[src/rtl/pipe_skid_reg.sv]
// pipe_skid_reg: 2-entry skid-buffered pipeline register with stall/flush; optional instruction field decode under PIPE_SKID_REG_DECODE_EN.
module pipe_skid_reg #(
    parameter int DATA_W = 32
) (
    input  logic              CLK,
    input  logic              RST,
    input  logic              in_valid,
    output logic              in_ready,
    input  logic [DATA_W-1:0] in_data,
    input  logic              stall,
    input  logic              flush,
    output logic              out_valid,
    input  logic              out_ready,
    output logic [DATA_W-1:0] out_data,
    output logic [1:0]        occupancy
`ifdef PIPE_SKID_REG_DECODE_EN
    ,
    output logic [5:0]        opcode,
    output logic [4:0]        rs,
    output logic [4:0]        rt,
    output logic [4:0]        rd,
    output logic [5:0]        func,
    output logic [15:0]       imm16
`endif
);
    typedef enum logic [1:0] {EMPTY = 2'd0, ONE = 2'd1, FULL = 2'd2} state_t;
    state_t state, state_n;
    logic [DATA_W-1:0] main_q, main_n, skid_q, skid_n;
    logic in_fire, out_fire;
    assign in_ready  = (state != FULL) & ~stall & ~flush;
    assign out_valid = (state != EMPTY) & ~stall & ~flush;
    assign out_data  = main_q;
    assign occupancy = state;
    assign in_fire   = in_valid & in_ready;
    assign out_fire  = out_valid & out_ready;
    // Stall needs no explicit hold: it already gates both fires to 0.
    always_comb begin
        state_n = state;
        main_n  = main_q;
        skid_n  = skid_q;
        if (flush) begin
            state_n = EMPTY;
            main_n  = '0;
            skid_n  = '0;
        end else begin
            case (state)
                EMPTY: if (in_fire) begin
                    state_n = ONE;
                    main_n  = in_data;
                end
                ONE: if (in_fire & out_fire) begin
                    main_n = in_data;
                end else if (in_fire) begin
                    state_n = FULL;
                    skid_n  = in_data;
                end else if (out_fire) begin
                    state_n = EMPTY;
                    main_n  = '0;
                end
                FULL: if (out_fire) begin
                    state_n = ONE;
                    main_n  = skid_q;
                    skid_n  = '0;
                end
                default: begin
                    state_n = EMPTY;
                    main_n  = '0;
                    skid_n  = '0;
                end
            endcase
        end
    end
    always_ff @(posedge CLK) begin
        if (RST) begin
            state  <= EMPTY;
            main_q <= '0;
            skid_q <= '0;
        end else begin
            state  <= state_n;
            main_q <= main_n;
            skid_q <= skid_n;
        end
    end
`ifdef PIPE_SKID_REG_DECODE_EN
    if (DATA_W < 32) begin : g_bad_width
        $error("pipe_skid_reg: decode requires DATA_W >= 32");
    end
    assign opcode = out_data[31:26];
    assign rs     = out_data[25:21];
    assign rt     = out_data[20:16];
    assign rd     = out_data[15:11];
    assign func   = out_data[5:0];
    assign imm16  = out_data[15:0];
`endif
endmodule

[config.mk]
export PLATFORM = sky130hd
export DESIGN_NAME = pipe_skid_reg
export DESIGN_NICKNAME = d
export VERILOG_FILES = /design/src/rtl/pipe_skid_reg.sv
export SDC_FILE = /design/constraint.sdc
export NUM_CORES = 1
export LEC_CHECK = 0
export CORE_UTILIZATION = 53
export CTS_CLUSTER_DIAMETER = 40
export DETAILED_ROUTE_END_ITERATION = 12
export GPL_TIMING_DRIVEN = 0
export PLACE_DENSITY = 0.95
export SETUP_SLACK_MARGIN = 0.1
export SLEW_MARGIN = 15
export SYNTH_ARGS = -nofsm -noshare
export SYNTH_HDL_FRONTEND = slang
export SYNTH_SLANG_ARGS = --single-unit
[constraint.sdc]
create_clock -name CLK -period 2.55 [get_ports CLK]
set_input_delay 0.51 -clock CLK [delete_from_list [all_inputs] [get_ports CLK]]
set_output_delay 0.51 -clock CLK [all_outputs]
set_load 0.1 [all_outputs]
# Word-level counts from Yosys, hierarchy flattened
# Index checks and enable logic that the tools add are counted.
[op_classes] eq_ne=10 n_mux=14 bitwise_logic=10 n_reduce_logical=6
[op_table] operator="$mux W32" n=6
[op_table] operator="$pmux W32 S3" n=2
[op_table] operator="$reduce_and A4 Y1" n=3
[op_table] operator="$mux W2" n=5
[op_table] operator="$ne A2 B2 Y1 const B" n=5
[op_table] operator="$ne A3 B3 Y1 const B" n=3
[op_table] operator="$and A1 B1 Y1" n=7
[op_table] operator="$pmux W2 S3" n=1
[op_table] operator="$not A1 Y1" n=3
[op_table] operator="$eq A2 B1 Y1 const B" n=1
[op_table] operator="$eq A2 B2 Y1 const B" n=1
[op_table] operator="$logic_not A2 Y1" n=1
[op_table] operator="$reduce_bool A2 Y1" n=1
[op_table] operator="$reduce_or A2 Y1" n=1
[word_totals] reg_bits=66 input_bits=38 output_inout_bits=36 word_cells=43

# Depth between registers and ports, before layout
# Gate-level depths: netlist (run 1).
[depth] ltp_word=8 mapped_depth=6 depth_no_buf=4

# Worst setup path before layout (run 1)
# Ideal clock, no wire load.
[synth_timing] path_type="register to output" from="register state[0] (netlist: occupancy[0])" to="output in_ready" arrival_time_ns=2.666 required_time_ns=2.040 slack_ns=-0.626 stages_incl_launch_ff=4 path_buffers=1 path_cell_list="dfxtp_1 -> clkbuf_1 -> nor2b_1 -> nor2_1"
[synth_via] elab_chain_len=3
[synth_lines] element="start, declared" line="27" source="state_t state, state_n;"
[synth_lines] element="start signal, assigned" line="79" source="state <= state_n;"
[synth_lines] element="$ne A2 B2 Y1" line="30" source="assign in_ready = (state != FULL) & ~stall & ~flush;"
[synth_lines] element="$and A1 B1 Y1 (2 in a row)" line="30"
[synth_lines] element="end, declared" line="8" source="output logic in_ready,"
# Every way passes these cells.

# Final worst setup path (run 1)
[layout_timing] from="register main_q[31] (netlist: out_data[31])" to="output out_data[31]"
[layout_lines] element="start, declared" line="28" source="logic [DATA_W-1:0] main_q, main_n, skid_q, skid_n;"
[layout_lines] element="start signal, assigned" line="80" source="main_q <= main_n;"
[layout_lines] element="end, declared" line="14" source="output logic [DATA_W-1:0] out_data,"
# No word-level cell between the ends.

==> flow_summary.json, run 1 <==
{
  "path_clk_slew_ps": 80,
  "drv_cap": 0,
  "grt_util_met2": 0.478,
  "nFillCells": 370,
  "crit_chain": "clkdlybuf4s50_1",
  "required_ps": 2040,
  "fin_cells": 511,
  "use_met3": 0.0643,
  "num_vias": 3014,
  "seq_area_frac_synth": 0.442,
  "cts.path.max_buffers": 2,
  "drv_slew": 0,
  "coreArea_um2": 5270,
  "cp-end-kind": "primary output",
  "num_antenna_cells": 0,
  "grt.met1_usage": 0.348,
  "drive_gt1_frac": 0.0771,
  "die_w_um": 77.1,
  "dp_cells": 495,
  "post-place-ws_ps": -631,
  "setup_violations": 0,
  "die_area_um2": 5940,
  "hold_path.class": "flop to flop",
  "clock.fmax_mhz": 420,
  "vdd.ir_drop.worst_v": 0.000347,
  "hold_viol": 0,
  "cp.arrival_ps": 1870,
  "track_usage": 0.289,
  "clk_latency_ps": 350,
  "finalWirelength_mm": 8.38,
  "crit_type": "flop to primary output",
  "io_buffers": 73,
  "viasPerCell": 5.90,
  "start_kind": "flop",
  "rsz0062_at_grt": "false",
  "cts_tree": "built",
  "synth_nets": 390,
  "clock_skew_ps": 7.47,
  "cts_hold_buffers": 0,
  "gp_congestion": 0.838,
  "cp_slowest_cell": "clkdlybuf4s50_1",
  "timing.slew.headroom": 0.326,
  "area_growth_pct": 34.6,
  "cts_root_buffer": "clkbuf_8",
  "critPathMaxFanout": 2,
  "finalCritPeriodShare": 0.934,
  "holdWs_ps": 462,
  "final_core_util": 0.763,
  "period_needed_ps": 2380,
  "drc_errors": 0,
  "fp.dieH_um": 77.1,
  "cts_max_level": 3,
  "dp_hpwl_mm": 5.57,
  "power_density_nw_per_um2": 550,
  "antenna_found_initial": 0,
  "nets": 474,
  "drt_iter0_markers": 288,
  "synth_area_um2": 2990,
  "worst_pin_slew_ps": 1020,
  "start_util": 0.567,
  "cp_num_buf_inv": 1,
  "grt_max_degree": 12,
  "post_synth_inst_count": 352,
  "first_global_vias": 2924,
  "setup_ws_ps": 169,
  "avgSynthCellArea_um2": 8.48,
  "status": "completed",
  "fp-row-count": 26,
  "top_usage_layer": "met2",
  "cts_sinks": 66,
  "path_delay_family": "buffers and inverters",
  "slowest_delay_ps": 1150,
  "cts_made_buffers": 9,
  "synth_seq_cells": 66,
  "grt_pass1_wl_mm": 13.6,
  "avgRoutedWirePerCell_um": 16.4,
  "leakage_nw": 1.37,
  "firstDrtPassIters": 6,
  "ant_nets": 0,
  "synth_warnings": 0,
  "grt_overflow": 0,
  "yosysUniqueCellTypes": 24,
  "ioPinCount": 74
}
[path summary, 6_finish.rpt]
| check | slack, ps | end | from | cells after the start |
|---|---|---|---|---|
| max | 170 | out_data[31] | out_data[31] | 1 |
| min | 460 | skid_q[5] | skid_q[5] | 2 |
| max reg2reg | 610 | out_data[20] | occupancy[0] | 6 |
| min reg2reg | 460 | skid_q[5] | skid_q[5] | 2 |
[per-layer routing]
| metal | vias up | wire (µm) |
|---|---|---|
| met2 | 137 | 4100 |
| met5 | - | 0 |
| li1 | 1422 | - |
| met3 | 24 | 556 |
| met4 | 0 | 225 |
| met1 | 1431 | 3500 |
[final cells by class]
cell class	count	area, µm²	area share
Buffer	31	138	0.0342
Clock buffer	12	155	0.0386
Clock inverter	4	50.0	0.0124
Inverter	1	3.75	0.000933
Multi-Input combinational cell	254	1540	0.383
Sequential cell	66	1320	0.329
Tap cell	70	87.6	0.0218
Timing Repair Buffer	73	727	0.181
[Yosys cell counts]
library cell	count	area, µm²
buf_2	5	25.0
nand4bb_1	1	11.3
xor2_1	1	8.76
o21ai_0	26	130
a21oi_1	35	175
nor2b_1	2	12.5
o2bb2ai_1	33	289
clkbuf_1	20	75.1
or4b_4	1	13.8
buf_4	3	22.5
mux2i_1	33	330
inv_1	1	3.75
and4_1	2	17.5
nor3b_1	1	7.51
clkbuf_2	3	15.0
nand2_1	33	124
dfxtp_1	66	1320
or2_2	2	12.5
nand3_1	34	170
nor3_1	2	10.0
nor2_1	38	143
o21ai_1	7	35.0
o211ai_4	1	21.3
nand2b_1	2	12.5
[placed cells by master, fill, tap and decap left out]
master            n
o21ai_0          26
or4b_4            1
bufinv_16         1
inv_1             1
nand3_1          34
buf_2             5
clkdlybuf4s50_1  69
clkbuf_1         21
mux2i_1          33
nand2_1          33
dlymetal6s2s_1    1
dlygate4sd2_1     1
nor3b_1           1
nor2_4            2
clkinvlp_4        2
dfxtp_1          66
nand2b_1          2
buf_4             5
or2_2             2
nor3_1            2
o21ai_1           7
o211ai_4          1
and4_1            2
nor2_1           36
nand4bb_1         1
o2bb2ai_1        33
nor2b_1           2
clkinv_2          1
xor2_1            1
a21oi_1          35
clkbuf_8         11
clkbuf_2          3
[stage by stage]
stage,TNS (ps),instance area [µm²],power [W]
finish,0,4020,0.00221
CTS,0,4020,0.00221
global placement,-1290,3820,0.00131
detailed placement,-2670,3820,0.00132
floorplan,0,3000,0.00121
global route,0,4020,0.00228
[logic make-up after synthesis]
family | Yosys count | share of synthesized area
DFF | 66 | 0.442
AOI/OAI and AO/OA | 102 | 0.218
and+or+nand+nor | 118 | 0.179
xor gates and xnor gates | 1 | 0.00293
muxes | 33 | 0.111
buffers and inverters | 32 | 0.0473
[power breakdown]
group	internal [W]	total [W]	switching (W)
Sequential	0.00104	0.00104	0.00000445
Clock	0.000503	0.000911	0.000407
Combinational	0.000100	0.000258	0.000158
Total	0.00164	0.00221	0.000570
[state kept, by name, summed over array words and instances (netlist names)]
signal / cells
out_data: 32
skid_q: 32
occupancy: 2
[repair_timing]
item / CTS / global route
pin swaps: 0 / 0
buffers inserted: 0 / 0
gates resized for setup: 13 / 1
endpoints found under the setup margin: 3 / 1
Power figures use the tool's default switching activity.
==> run 2, diff against run 1 <==
CTS_CLUSTER_SIZE = 30   (was not set)
==> results of run 2 <==
The final DEF is identical to that of run 1; final timing and power are the same.
==> run 3, diff against run 2 <==
SKIP_CTS_REPAIR_TIMING = 1   (was not set)
==> run 3 against run 2 <==
  * Flip-flop and latch count stayed put
  * First-iteration DRC count fell by 0.35%
  * Final cell count unchanged
  * Non-clock buffer count stayed put
  * Routed wire length rose by 0.63%
  * Critical endpoint is now in_ready
==> flow_summary.json, run 3 (synthesis results as in run 1) <==
{
  "first_global_vias": 2924,
  "num_vias": 3035,
  "avgRoutedWirePerCell_um": 16.5,
  "coreArea_um2": 5270,
  "period_needed_ps": 2460,
  "rr_worst_depth": 6,
  "worst_pin_slew_ps": 1020,
  "layout_commonest_cell": "clkdlybuf4s50_1",
  "required_ps": 2040,
  "setup_violations": 0,
  "grt_max_degree": 12,
  "rsz0062_at_grt": "true",
  "cts_max_level": 3,
  "dp_hpwl_mm": 5.57,
  "area_growth_pct": 34.6,
  "drive_gt1_frac": 0.0771,
  "nets": 474,
  "hold_viol": 0,
  "grt_overflow": 0,
  "nFillCells": 367,
  "p_total_w": 0.00221,
  "viasPerCell": 5.94,
  "cts_root_buffer": "clkbuf_8",
  "fp.dieH_um": 77.1,
  "final_cell_mix": "clkdlybuf4s50_1, dfxtp_1, nor2_1",
  "finalWirelength_mm": 8.43,
  "fp-row-count": 26,
  "clock_skew_ps": 7.23,
  "cts_made_buffers": 9,
  "hold_path.class": "flop to flop",
  "drc_errors": 0,
  "die_area_um2": 5940,
  "holdPathStages": 2,
  "grt_pass1_wl_mm": 13.6,
  "r2r_setup_slack_ps": 570,
  "ioPinCount": 74,
  "start_util": 0.567,
  "io_buffers": 73,
  "cts.path.max_buffers": 2,
  "holdWs_ps": 462,
  "clk_latency_ps": 350,
  "drv_cap": 0,
  "ant_nets": 0,
  "leakage_nw": 1.37,
  "cp-end-kind": "primary output",
  "cts_sinks": 66,
  "power_density_nw_per_um2": 550,
  "critPathMaxFanout": 7,
  "crit_type": "input pin to primary output",
  "track_usage": 0.290,
  "vdd.ir_drop.worst_v": 0.000347,
  "cp.arrival_ps": 1950,
  "path_clk_slew_ps": 70,
  "finalCritPeriodShare": 0.967,
  "clock.fmax_mhz": 406,
  "setup_tns_ps": 0,
  "status": "completed",
  "antenna_found_initial": 0,
  "drv_slew": 0,
  "timing.slew.headroom": 0.316,
  "firstDrtPassIters": 6,
  "num_antenna_cells": 0,
  "drt_iter0_markers": 287,
  "die_w_um": 77.1,
  "start_kind": "input pin",
  "cts_tree": "built",
  "gp_congestion": 0.838
}
## run 3: cell count changes in the layout (fill, tap and decap cells not counted), sizes merged
cell / change
buf: -1
clkbuf: +1
dlygate4sd2: -1
clkdlybuf4s50: +1
## run 3: layout make-up
type,instances,area [µm²],share of cell area
timing repair buffer,73,726,0.181
sequential,66,1320,0.329
clock inverter,4,50.0,0.0124
multi-input combinational,254,1540,0.383
inverter,1,3.75,0.000934
clock buffer,12,155,0.0386
buffer,31,138,0.0342
tap,70,87.6,0.0218
## run 3: worst max-delay path, cell delays in order
cell,delay (ps)
clkdlybuf4s50_1,520
or2_2,390
nor2_4,110
buf_2,430
## run 3: report_power, final
part           internal, W  switching [W]
Sequential         0.00104     0.00000452
Combinational    0.0000998       0.000158
Clock             0.000503       0.000407
## run 3: layer usage
metal	global-route usage	part of all wire	up-vias
met4	0.158	0.029	0
met2	0.478	0.49	171
met3	0.0643	0.074	25
met1	0.349	0.40	1420
li1	-	-	1419
met5	0	0	-
## run 3: through the flow
step,setup WS [ps],area [µm²],util,std cells
after floorplan,119,3000,-,352
after global placement,-594,3820,0.725,495
after detailed placement,-631,3820,0.725,495
after CTS,-632,4030,0.764,511
after global routing,52.6,4020,0.763,511
final,85.2,4020,0.763,511
## run 3: final timing paths
kind | end | startpoint
hold / removal | skid_q[8] | skid_q[8]
setup reg to reg | out_data[22] | occupancy[0]
hold reg to reg | skid_q[8] | skid_q[8]
setup / recovery | in_ready | flush
